$ cat config.mk
export PLATFORM = sky130hd
export DESIGN_NAME = i2c_line_conditioner_flat
export DESIGN_NICKNAME = d
export VERILOG_FILES = /design/src/rtl/i2c_line_conditioner_if.sv /design/src/rtl/i2c_line_conditioner.sv /design/src/flat_wrapper.sv
export SDC_FILE = /design/constraint.sdc
export NUM_CORES = 1
export LEC_CHECK = 0
export ABC_AREA = 0
export BUFFER_PORTS_ARGS = -buffer_cell sky130_fd_sc_hd__buf_2
export CAP_MARGIN = 40
export CORE_MARGIN = 10
export CORE_UTILIZATION = 51
export DETAILED_ROUTE_END_ITERATION = 10
export GPL_ROUTABILITY_DRIVEN = 0
export PLACE_DENSITY = 0.73
export REMOVE_ABC_BUFFERS = 1
export SLEW_MARGIN = 20
export SYNTH_ARGS = -nofsm -noshare
export SYNTH_HDL_FRONTEND = slang
export SYNTH_SLANG_ARGS = --single-unit
$ cat constraint.sdc
create_clock -name CLK -period 2 [get_ports CLK]
set_input_delay 0.4 -clock CLK [delete_from_list [all_inputs] [get_ports CLK]]
set_output_delay 0.4 -clock CLK [all_outputs]
set_load 0.1 [all_outputs]
$ cat src/rtl/i2c_line_conditioner_if.sv
// i2c_line_conditioner_if: raw pad inputs and conditioned line/event outputs of the I2C front end
interface i2c_line_conditioner_if;
    logic scl_pad_i, sda_pad_i;
    logic scl_i, sda_i, scl_rise, scl_fall, start_det, stop_det, bus_busy, bus_timeout;
    modport slave (
        input  scl_pad_i, sda_pad_i,
        output scl_i, sda_i, scl_rise, scl_fall, start_det, stop_det, bus_busy, bus_timeout
    );
    modport master (
        output scl_pad_i, sda_pad_i,
        input  scl_i, sda_i, scl_rise, scl_fall, start_det, stop_det, bus_busy, bus_timeout
    );
endinterface

$ cat src/rtl/i2c_line_conditioner.sv
// i2c_line_conditioner: sync, glitch-filter and event-detect SCL/SDA with bus-busy tracking
// I2C_COND_TIMEOUT_EN adds a stuck-SCL timeout that forces the bus back to idle.
module i2c_line_conditioner #(
    parameter int FILTER_LEN     = 3,
    parameter int TIMEOUT_CYCLES = 50000
) (
    input logic                   CLK,
    input logic                   RESET,
    i2c_line_conditioner_if.slave bus
);
    typedef enum logic {IDLE, BUSY} state_t;
    state_t state_q, state_d;
    // bit 0 carries SCL, bit 1 carries SDA
    logic [1:0] sync1_q, sync1_d, sync2_q, sync2_d, filt_q, filt_d, dly_q, dly_d;
    logic [1:0][3:0] cnt_q, cnt_d;
    logic scl_high;
    always_comb begin
        sync1_d = {bus.sda_pad_i, bus.scl_pad_i};
        sync2_d = sync1_q;
        dly_d   = filt_q;
        filt_d  = filt_q;
        cnt_d   = '0;
        for (int i = 0; i < 2; i++) begin
            if (sync2_q[i] != filt_q[i]) begin
                if (cnt_q[i] + 4'd1 == 4'(FILTER_LEN)) filt_d[i] = sync2_q[i];
                else cnt_d[i] = cnt_q[i] + 4'd1;
            end
        end
    end
    always_ff @(posedge CLK) begin
        if (RESET) begin
            sync1_q <= '1;
            sync2_q <= '1;
            filt_q  <= '1;
            dly_q   <= '1;
            cnt_q   <= '0;
            state_q <= IDLE;
        end else begin
            sync1_q <= sync1_d;
            sync2_q <= sync2_d;
            filt_q  <= filt_d;
            dly_q   <= dly_d;
            cnt_q   <= cnt_d;
            state_q <= state_d;
        end
    end
    // SDA moves only count as START/STOP when SCL was and still is high
    assign scl_high      = filt_q[0] & dly_q[0];
    assign bus.scl_i     = filt_q[0];
    assign bus.sda_i     = filt_q[1];
    assign bus.scl_rise  = filt_q[0] & ~dly_q[0];
    assign bus.scl_fall  = ~filt_q[0] & dly_q[0];
    assign bus.start_det = scl_high & ~filt_q[1] & dly_q[1];
    assign bus.stop_det  = scl_high & filt_q[1] & ~dly_q[1];
    assign bus.bus_busy  = state_q == BUSY;
`ifdef I2C_COND_TIMEOUT_EN
    logic [15:0] to_q, to_d;
    // saturates at TIMEOUT_CYCLES so a still-low SCL cannot retrigger the pulse
    always_comb begin
        to_d = bus.scl_i ? '0 : to_q == 16'(TIMEOUT_CYCLES) ? to_q : state_q == BUSY ? to_q + 16'd1 : '0;
    end
    always_ff @(posedge CLK) begin
        if (RESET) to_q <= '0;
        else to_q <= to_d;
    end
    assign bus.bus_timeout = state_q == BUSY && !bus.scl_i && to_q == 16'(TIMEOUT_CYCLES - 1);
`else
    assign bus.bus_timeout = 1'b0;
`endif
    always_comb begin
        state_d = state_q == IDLE ? (bus.start_det ? BUSY : IDLE)
                                  : (bus.stop_det || bus.bus_timeout ? IDLE : BUSY);
    end
endmodule
$ cat src/flat_wrapper.sv
// flat-port wrapper written by rule: the top's interface ports become plain ports
module i2c_line_conditioner_flat 
#(
    parameter int FILTER_LEN     = 3,
    parameter int TIMEOUT_CYCLES = 50000
)
  (CLK, RESET, bus_scl_pad_i, bus_sda_pad_i, bus_scl_i, bus_sda_i, bus_scl_rise, bus_scl_fall, bus_start_det, bus_stop_det, bus_bus_busy, bus_bus_timeout);
  i2c_line_conditioner_if bus_i ();
  input logic CLK;
  input logic RESET;
  input wire logic [$bits(bus_i.scl_pad_i)-1:0] bus_scl_pad_i;
  input wire logic [$bits(bus_i.sda_pad_i)-1:0] bus_sda_pad_i;
  output wire logic [$bits(bus_i.scl_i)-1:0] bus_scl_i;
  output wire logic [$bits(bus_i.sda_i)-1:0] bus_sda_i;
  output wire logic [$bits(bus_i.scl_rise)-1:0] bus_scl_rise;
  output wire logic [$bits(bus_i.scl_fall)-1:0] bus_scl_fall;
  output wire logic [$bits(bus_i.start_det)-1:0] bus_start_det;
  output wire logic [$bits(bus_i.stop_det)-1:0] bus_stop_det;
  output wire logic [$bits(bus_i.bus_busy)-1:0] bus_bus_busy;
  output wire logic [$bits(bus_i.bus_timeout)-1:0] bus_bus_timeout;
  assign bus_i.scl_pad_i = bus_scl_pad_i;
  assign bus_i.sda_pad_i = bus_sda_pad_i;
  assign bus_scl_i = bus_i.scl_i;
  assign bus_sda_i = bus_i.sda_i;
  assign bus_scl_rise = bus_i.scl_rise;
  assign bus_scl_fall = bus_i.scl_fall;
  assign bus_start_det = bus_i.start_det;
  assign bus_stop_det = bus_i.stop_det;
  assign bus_bus_busy = bus_i.bus_busy;
  assign bus_bus_timeout = bus_i.bus_timeout;
  i2c_line_conditioner #(.FILTER_LEN(FILTER_LEN), .TIMEOUT_CYCLES(TIMEOUT_CYCLES)) u_core (.CLK(CLK), .RESET(RESET), .bus(bus_i));
endmodule
==> metrics <==
clk_lat worst skew=280 ps; antenna viol nets, final=0; detailed placer's ending HPWL=~850 um; Num CTS Buffers=3; total congestion overflow=0; Fin. Hold Viols=0; Util after Layout=0.612; Site Rows=13; placed insts=96; starting density of the core=0.543; Setup TNS=0 ps; CTS tree=built; worst setup path category=reg -> out; most common cell after layout, fill and taps aside=dfxtp_1; Synth Area in Compound Gates=0.0248; nets@finish=94; Max Cap Viol=0; FF+latch count, synth=17; GR Util met2=0.126; final worst path period share=0.918; IO buf count=10; clock sinks=17; CP Data Arrival Time=1440 ps; sequential-to-total area share from yosys stat=0.481; CP Capture Type=output port; fin cells=100; area share of the largest cell type after synthesis=0.481; largest family of logic cells by synthesized area=simple AND/OR/NAND/NOR gates; number of post-CTS setup repair buffers=0; antenna fix cells=0; gr busiest metal=met2; total core area=0.00130 mm^2; Ys Warns=0; drt drc=0; final slew viol count=0; PwrDens=682 mW/mm^2; skew final=4.58 ps; critical path required time=about 1600 ps; r2r startpoint=u_core.cnt_q[0]; most frequent cells in the layout=17 x dfxtp_1, 9 x nor2_1, 8 x buf_2; Cell Area, Synth=707 um^2; clk buf depth=2; vias in the first global route=524; met1 usage=0.0835; unrepaired setup endpoints after global routing=no; CTS Root Cell=clkbuf_4; Reg2Reg Depth=4; via count=493; routed wire length=1.10 mm; Hold Startpoint=bus_sda_pad_i; fmax=545 MHz; WL/cell=11.0 um; chip height=57.2 um; CTS clk-pin slew, worst paths=~90 ps; worst vdd ir=a little under 400 uV; Post-Synthesis Cells=73; top post-synthesis cells by area=dfxtp_1 48%, ha_1 7.1%, xnor2_1 5.0%, xor2_1 5.0%, nor2_1 4.8%; Worst Setup Start Kind=flip-flop; Initial DRC Count=3; Hold Path Class=in -> reg; largest net degree at the start of global routing=12; min cycle time layout=1840 ps; DR vias/cell=4.93; gr usage total=0.0774; Synth Area in Simple Gates=0.253; share of layout cells above drive strength 1=0.235; XOR/XNOR share of the synthesized area=0.0991; first-pass GRT wire length=between 2 and 2.5 mm; Initial DRT Pass Iterations=3; I/O pin cnt=12; mux cell area share after synthesis=0.0283; Die Area=~0.0033 mm^2; GR met3 Demand/Resource=0.0265; Mapped Avg Cell Area=9.68 um^2; Post-Synth Adder-Cell Area=0.0708; hold depth=2; synth-to-layout area growth=12.6%; initial antenna violation count=0; crit-path max FO=6; leakage=0.312 nW; chip width=57.2 um; Yosys top cell by area=dfxtp_1; # setup viols final=0; count of different cell masters after synthesis=20; critical path startpoint=u_core.dly_d[0]; H-tree Lvls=1; outcome=finished clean
==> flip-flops by register name, summed over array words and instances, names as in the netlist <==
| name | flops |
|---|---|
| u_core.dly_d | 2 |
| u_core.dly_q | 2 |
| u_core.cnt_q | 8 |
| u_core.sync1_q | 2 |
| u_core.bus.bus_busy | 1 |
| u_core.sync2_q | 2 |
==> worst max-delay path: stages (launching register included) <==
cell and delay [ps]:
dfxtp_1 420, nand2_1 90, nor3b_1 260, clkbuf_4 390
==> path summary, 6_finish.rpt <==
kind                       endpoint  slack (ps)
setup / recovery      bus_start_det         160
hold / removal    u_core.sync1_q[1]         290
setup reg to reg    u_core.dly_d[0]         500
hold reg to reg   u_core.sync2_q[1]         410
==> routing by layer <==
layer  vias up  routed length [um]
li1        259                   -
met1       220                 526
met2        10                 480
met3         4                  61
met4         0                  26
met5         -                   0
==> through the flow <==
step / power, mW / hold slack (ps) / setup WS (ps) / area [um^2]
after floorplan: 0.370 / 389 / -1870 / 696
after global placement: 0.377 / 393 / 397 / 764
after detailed placement: 0.377 / 395 / 410 / 764
after CTS: 0.554 / 283 / 74.1 / 791
after global routing: 0.567 / 295 / 7.93 / 796
final: 0.543 / 292 / 165 / 796
==> power by group <==
part	switching (mW)	internal, mW
Clock	0.0962	0.0774
Sequential	0.00317	0.343
Combinational	0.0152	0.00733
Total	0.115	0.428
==> cells by family (layout without fill, tap and decap cells) <==
family,count (synthesis),in the layout
AND/OR/NAND/NOR,33,33
flip-flops,17,17
XOR/XNOR,8,8
buffers and inverters,6,18
adder cells (fa/ha/maj),4,4
AO/OA/AOI/OAI,2,2
multiplexers,2,2
other,1,1
==> layout make-up <==
type | instances | area (um^2)
Clock buffer | 4 | 26.3
Fill cell | 116 | 505
Inverter | 4 | 15.0
Multi-Input combinational cell | 50 | 340
Sequential cell | 17 | 340
Tap cell | 15 | 18.8
Timing Repair Buffer | 10 | 55.1
==> repair_timing <==
| action | 4_1_cts | 5_1_grt |
|---|---|---|
| hold buffers | 0 | 0 |
| hold endpoints to repair | 0 | 0 |
| setup endpoints to repair | 0 | 2 |
| gates resized for setup | 0 | 2 |
==> synthesized netlist by cell type (all sizes together) <==
cell type and instances:
dfxtp 17, nor2 9, nor3 5, ha 4, inv 4, nand3 4
or2 4, xnor2 4, xor2 4, nand2 3, mux2i 2, nand2b 2
nor2b 2, nor3b 2, o21ai 2, or4b 2, buf 1, clkbuf 1
conb 1
Power figures use the tool's default switching activity.
